==> src/rtl/thermo_pkg.sv <==
// Shared constants, types and helpers for the thermometer display block.
package thermo_pkg;

    // Active-high segment patterns {g,f,e,d,c,b,a}
    localparam logic [6:0] SEG_0     = 7'b0111111;
    localparam logic [6:0] SEG_1     = 7'b0000110;
    localparam logic [6:0] SEG_2     = 7'b1011011;
    localparam logic [6:0] SEG_3     = 7'b1001111;
    localparam logic [6:0] SEG_4     = 7'b1100110;
    localparam logic [6:0] SEG_5     = 7'b1101101;
    localparam logic [6:0] SEG_6     = 7'b1111101;
    localparam logic [6:0] SEG_7     = 7'b0000111;
    localparam logic [6:0] SEG_8     = 7'b1111111;
    localparam logic [6:0] SEG_9     = 7'b1101111;
    localparam logic [6:0] SEG_BLANK = 7'b0000000;
    localparam logic [6:0] SEG_DASH  = 7'b1000000;

    // Display source selection; encoding 3 falls back to live
    localparam logic [1:0] MODE_LIVE = 2'd0;
    localparam logic [1:0] MODE_MIN  = 2'd1;
    localparam logic [1:0] MODE_MAX  = 2'd2;

    typedef enum logic [1:0] {
        ST_IDLE = 2'd0,
        ST_CONV = 2'd1,
        ST_LOAD = 2'd2
    } state_t;

    // One BCD digit to its segment pattern; non-decimal codes show blank
    function automatic logic [6:0] bcd_to_seg(input logic [3:0] d);
        case (d)
            4'd0:    return SEG_0;
            4'd1:    return SEG_1;
            4'd2:    return SEG_2;
            4'd3:    return SEG_3;
            4'd4:    return SEG_4;
            4'd5:    return SEG_5;
            4'd6:    return SEG_6;
            4'd7:    return SEG_7;
            4'd8:    return SEG_8;
            4'd9:    return SEG_9;
            default: return SEG_BLANK;
        endcase
    endfunction

    // Largest value displayable on n decimal digits (10^n - 1)
    function automatic logic [63:0] max_display(input int unsigned n);
        logic [63:0] p;
        p = 64'd1;
        for (int unsigned i = 0; i < n; i++) begin
            p = p * 64'd10;
        end
        return p - 64'd1;
    endfunction

endpackage

==> src/rtl/bin2bcd_seq.sv <==
// Iterative double-dabble: one add-3/shift step per cycle, TEMP_W steps total.
// The first step is folded into the start cycle so the result is ready
// TEMP_W-1 cycles after start, with done pulsing alongside it.
module bin2bcd_seq
    import thermo_pkg::*;
#(
    parameter int unsigned TEMP_W     = 8,
    parameter int unsigned NUM_DIGITS = 3
) (
    input  logic                    clk,
    input  logic                    rst,
    input  logic                    start,
    input  logic [TEMP_W-1:0]       bin_in,
    output logic                    busy,
    output logic                    done,
    output logic [4*NUM_DIGITS-1:0] bcd_out
);

    localparam int unsigned BCD_W = 4 * NUM_DIGITS;
    localparam int unsigned CNT_W = $clog2(TEMP_W + 1);

    logic [TEMP_W-1:0] sr;
    logic [BCD_W-1:0]  bcd;
    logic [CNT_W-1:0]  cnt;

    // One double-dabble step: correct digits >= 5, then shift in the next bit
    function automatic logic [BCD_W-1:0] dd_step(input logic [BCD_W-1:0] b,
                                                 input logic bit_in);
        logic [BCD_W-1:0] a;
        a = b;
        for (int i = 0; i < int'(NUM_DIGITS); i++) begin
            if (a[4*i +: 4] >= 4'd5) begin
                a[4*i +: 4] = a[4*i +: 4] + 4'd3;
            end
        end
        return {a[BCD_W-2:0], bit_in};
    endfunction

    // Shift/add-3 sequencer
    always_ff @(posedge clk or posedge rst) begin
        if (rst) begin
            sr   <= '0;
            bcd  <= '0;
            cnt  <= '0;
            busy <= 1'b0;
            done <= 1'b0;
        end else begin
            done <= 1'b0;
            if (start) begin
                bcd  <= dd_step('0, bin_in[TEMP_W-1]);
                sr   <= bin_in << 1;
                cnt  <= CNT_W'(TEMP_W - 1);
                busy <= (TEMP_W > 1);
                done <= (TEMP_W == 1);
            end else if (busy) begin
                bcd <= dd_step(bcd, sr[TEMP_W-1]);
                sr  <= sr << 1;
                cnt <= cnt - CNT_W'(1);
                if (cnt == CNT_W'(1)) begin
                    busy <= 1'b0;
                    done <= 1'b1;
                end
            end
        end
    end

    assign bcd_out = bcd;

endmodule

==> src/rtl/digital_thermometer_seq.sv <==
// Thermometer display: sample handshake, min/max tracking, hysteresis alarm,
// sequential BCD conversion and registered 7-segment outputs.
module digital_thermometer_seq
    import thermo_pkg::*;
#(
    parameter int unsigned TEMP_W     = 8,
    parameter int unsigned NUM_DIGITS = 3,
    parameter int unsigned BLANK_LZ   = 1,
    parameter int unsigned HYST       = 2
) (
    input  logic                    clk,
    input  logic                    rst,
    input  logic [TEMP_W-1:0]       temperature,
    input  logic                    sample_valid,
    output logic                    sample_ready,
    input  logic [1:0]              mode,
    input  logic                    clear_minmax,
    input  logic [TEMP_W-1:0]       alarm_hi,
    output logic [7*NUM_DIGITS-1:0] seg_out,
    output logic                    busy,
    output logic                    done,
    output logic                    alarm
);

    localparam int unsigned BCD_W    = 4 * NUM_DIGITS;
    localparam int unsigned SEG_W    = 7 * NUM_DIGITS;
    localparam logic [63:0] MAX_DISP = max_display(NUM_DIGITS);

    state_t            state;
    logic [TEMP_W-1:0] min_reg;
    logic [TEMP_W-1:0] max_reg;
    logic              ovf_reg;

    logic              accept;
    logic              conv_start;
    logic              conv_busy;
    logic              conv_done;
    logic [BCD_W-1:0]  bcd;

    logic [TEMP_W-1:0] base_min;
    logic [TEMP_W-1:0] base_max;
    logic [TEMP_W-1:0] upd_min;
    logic [TEMP_W-1:0] upd_max;
    logic [TEMP_W-1:0] src_val;
    logic [TEMP_W-1:0] thr_lo;
    logic [SEG_W-1:0]  seg_next;

    assign sample_ready = ~busy;
    assign accept       = sample_valid & ~busy;
    assign conv_start   = accept & ~conv_busy;

    // Trackers after a same-cycle clear, then after folding in the new sample
    always_comb begin
        base_min = clear_minmax ? '1 : min_reg;
        base_max = clear_minmax ? '0 : max_reg;
        upd_min  = (temperature < base_min) ? temperature : base_min;
        upd_max  = (temperature > base_max) ? temperature : base_max;
        case (mode)
            MODE_MIN: src_val = upd_min;
            MODE_MAX: src_val = upd_max;
            default:  src_val = temperature;
        endcase
        thr_lo = (alarm_hi >= TEMP_W'(HYST)) ? (alarm_hi - TEMP_W'(HYST)) : '0;
    end

    bin2bcd_seq #(
        .TEMP_W     (TEMP_W),
        .NUM_DIGITS (NUM_DIGITS)
    ) u_bin2bcd (
        .clk     (clk),
        .rst     (rst),
        .start   (conv_start),
        .bin_in  (src_val),
        .busy    (conv_busy),
        .done    (conv_done),
        .bcd_out (bcd)
    );

    // Digit patterns with overflow dashes and leading-zero blanking
    always_comb begin
        logic lead;
        seg_next = '0;
        lead     = 1'b1;
        for (int i = int'(NUM_DIGITS) - 1; i >= 0; i--) begin
            if (ovf_reg) begin
                seg_next[7*i +: 7] = SEG_DASH;
            end else if ((BLANK_LZ != 0) && lead && (bcd[4*i +: 4] == 4'd0) && (i != 0)) begin
                seg_next[7*i +: 7] = SEG_BLANK;
            end else begin
                seg_next[7*i +: 7] = bcd_to_seg(bcd[4*i +: 4]);
                lead = 1'b0;
            end
        end
    end

    // Control FSM, trackers, alarm and output registers
    always_ff @(posedge clk or posedge rst) begin
        if (rst) begin
            state   <= ST_IDLE;
            busy    <= 1'b0;
            done    <= 1'b0;
            alarm   <= 1'b0;
            seg_out <= '0;
            min_reg <= '1;
            max_reg <= '0;
            ovf_reg <= 1'b0;
        end else begin
            done <= 1'b0;
            if (clear_minmax && !accept) begin
                min_reg <= '1;
                max_reg <= '0;
            end
            case (state)
                ST_IDLE: begin
                    if (accept) begin
                        min_reg <= upd_min;
                        max_reg <= upd_max;
                        ovf_reg <= (64'(src_val) > MAX_DISP);
                        if (temperature >= alarm_hi) begin
                            alarm <= 1'b1;
                        end else if (temperature <= thr_lo) begin
                            alarm <= 1'b0;
                        end
                        busy  <= 1'b1;
                        state <= ST_CONV;
                    end
                end
                ST_CONV: begin
                    if (conv_done) begin
                        state <= ST_LOAD;
                    end
                end
                ST_LOAD: begin
                    seg_out <= seg_next;
                    done    <= 1'b1;
                    busy    <= 1'b0;
                    state   <= ST_IDLE;
                end
                default: begin
                    busy  <= 1'b0;
                    state <= ST_IDLE;
                end
            endcase
        end
    end

endmodule

==> config.mk <==
export PLATFORM = sky130hd
export DESIGN_NAME = digital_thermometer_seq
export DESIGN_NICKNAME = d
export VERILOG_FILES = /design/src/rtl/thermo_pkg.sv /design/src/rtl/bin2bcd_seq.sv /design/src/rtl/digital_thermometer_seq.sv
export SDC_FILE = /design/constraint.sdc
export NUM_CORES = 1
export LEC_CHECK = 0
export ABC_AREA = 1
export CAP_MARGIN = 20
export CORE_AREA = 2 2 67 132
export DETAILED_ROUTE_END_ITERATION = 12
export DIE_AREA = 0 0 69 134
export PLACE_DENSITY = 0.8
export SLEW_MARGIN = 20
export SYNTH_ARGS = -nofsm -noshare
export SYNTH_HDL_FRONTEND = slang
export SYNTH_SLANG_ARGS = --single-unit
==> constraint.sdc <==
create_clock -name clk -period 5.9 [get_ports clk]
set_input_delay 1.18 -clock clk [delete_from_list [all_inputs] [get_ports clk]]
set_output_delay 1.18 -clock clk [all_outputs]
set_load 0.005 [all_outputs]
==> results.toml <==
[outcome]
outcome = "complete, no violations"

[global_routing]
grt_pass1_vias = 4689
track_usage = 0.276
antenna_found_initial = 0
grt_max_degree = 68
grt_pass1_wl_mm = 20.6
grt_overflow_total = 0

[timing]
period_share = 0.598
worst_pin_slew_ps = 835
hold_violations = 0
fin_skew_ps = 9.35
slew_viol_final = 0
fmax_mhz = 284
setup_viol = 0
timing.hold.ws_ps = 476
timing.final.ws_setup_ps = 2370
rsz0062_at_grt = "no"
finalCriticalPeriod_ps = 3530
setup-tns-final_ps = 0
relSlewSlack = 0.443

[route]
dr.max_layer_used = "met4"
firstDrtPassIters = 5
route.detailed.drc = 0
viasPerCell = 5.66
ant_nets = 0
vias = 4560
drtIter0Drc = 341
wl_met3_um = 443
wl_met1_mm = 4.09
dr_wl_met2_mm = 6.63
wl_mm = 12.1
wl_per_cell_um = 15.0

[worst_setup_path]
worstReg2RegStart = "min_reg[7]"
crit_type = "primary input to flip-flop"
start_kind = "primary input"
crit_start = "clear_minmax"
crit_arrival_ps = 3750
worstPathRequired_ps = 6120
crit_path_end_kind = "flip-flop"
timing.rr.end = "u_bin2bcd.sr[4]"
reg2reg_slack_ps = 3670
crit_fanout = 10
reg2regPathDepth = 11

[die]
dieArea_um2 = 9250
floorplan.initialDensity = 0.584
die_w_um = 69
rows = 47
die_y_um = 134
core_area_um2 = 8230
pin_count = 47

[min_path]
hold_class = "flip-flop to flip-flop"
hold_depth = 2
hold_start = "u_bin2bcd.sr[1]"
hold_end = "u_bin2bcd.sr[1]"

[clocking]
postCtsSetupBuffers = 0
numCtsBuffers = 9
clk_pin_slew_ps = 50
clock_path_buffers = 2
holdBufCountCts = 0
htreeDepth = 3
clk_latency_ps = 340
clockRootBuffer = "clkbuf_16"
cts.repair.resized = 0
numClockSinks = 67
tritoncts = "done"

[pwr]
cellPowerDensity_nw_per_um2 = 201
ir_worst_vdd_mv = 0.130
p_leak_nw = 2.87
total_power_w = 0.00114

[synthesis]
yosys.area.top_type = "dfrtp_1"
synth_nets = 734
postSynthAreaPerCell_um2 = 7.32
synth_area_um2 = 4810
ys.flop_type = "dfrtp_1"
synth_warnings = 0
synth-edff-count = 0
synth-seq-area-share = 0.351
synth.most_common_cell = "nand2_1"
yosysUniqueCellTypes = 38
synthCells = 657
synth_common_cells = "nand2_1, inv_1, dfrtp_1"
netlist.area_leader.share = 0.307
yosys-top-cells-area = "dfrtp_1, ha_1, nand2_1, inv_1, o21ai_0"
async_flop_share = 1.00
synth-seq-cells = 67

[layout]
design_area_um2 = 5650
area_delta_synth_final_pct = 17.5
regMostFlops = "seg_out"
fillers = 739
largest_register_ffs = 21
antenna_cells = 0
final_layout_size_suffix_gt1_frac = 0.0678
final_net_count = 780

[placed_design]
placed_area_um2 = 5330
io_buffers = 46
pre_cts_ws_ps = 2070
gp_congestion = 0.958
dpl.hpwl_mm = 9.27

[flow_run]
drv_cap = 0
-- through the flow --
step,instances,utilization
finish,806,0.686
global route,806,0.686
CTS,806,0.686
detailed placement,790,0.648
global placement,790,0.648
floorplan,657,-
-- per-layer routing --
metal	vias to the layer above	global-route usage
li1	2236	-
met1	2089	0.249
met2	171	0.527
met3	64	0.0458
met4	0	0.211
met5	-	0
-- critical path, cell delays in order --
cell	delay, ps
clkdlybuf4s50_1	650
inv_1	330
nand2_1	130
ha_1	310
nand2_1	80
nor2_2	160
nand4_2	220
nand2_2	220
nand2_1	100
nand3_1	90
nand2_1	60
inv_1	60
nand2_1	40
nand2_1	50
nand2_1	40
-- where the power goes --
| part | switching [W] | leakage, nW | internal, W |
|---|---|---|---|
| sequential | 0.000000000000000000141 | 0.789 | 0.000460 |
| clock | 0.000203 | 0.155 | 0.000360 |
| combinational | 0.0000722 | 1.93 | 0.0000422 |
-- cell type report --
cell class | count | area, um2 | area share
well taps | 98 | 123 | 0.0217
clock buffers | 12 | 267 | 0.0472
flip-flops and latches | 67 | 1690 | 0.299
inverters | 100 | 375 | 0.0665
clock inverters | 4 | 47.5 | 0.00842
repair buffers | 47 | 468 | 0.0829
multi-input cells | 478 | 2680 | 0.475
-- cell families (layout without fill, tap and decap cells) --
kind of cell	count (synthesis)	after routing	synth area share
fa+ha+maj	55	55	0.143
buf+inv	112	163	0.0916
simple gates	287	287	0.254
xor+xnor	2	2	0.00364
compound gates	134	134	0.157
flops	67	67	0.351
-- how the worst max path moves through the flow --
stage          slack [ps]  depth (start not counted)               to
3_3_place_gp         2160                         18  u_bin2bcd.sr[2]
5_1_grt              2110                         15  u_bin2bcd.sr[3]
2_1_floorplan        3050                          1            alarm
3_5_place_dp         2070                         15  u_bin2bcd.sr[2]
6_report             2370                         15  u_bin2bcd.sr[2]
4_1_cts              2410                         15  u_bin2bcd.sr[2]
-- placed cells by master, fill, tap and decap left out, drive strengths merged, types with 2 or more instances in the layout --
cell type	synthesis	final
clkinv	3	5
or2	3	3
nand2	176	176
clkbuf	6	12
nand4	2	2
ha	55	55
o32ai	2	2
clkdlybuf4s50	0	46
dfrtp	59	59
o21ai	61	61
nand3	43	43
xor2	2	2
dfstp	8	8
o211ai	10	10
o22ai	13	13
nor3	5	5
nor2	58	58
a211oi	2	2
a21oi	42	42
inv	97	97
Power figures use the tool's default switching activity.
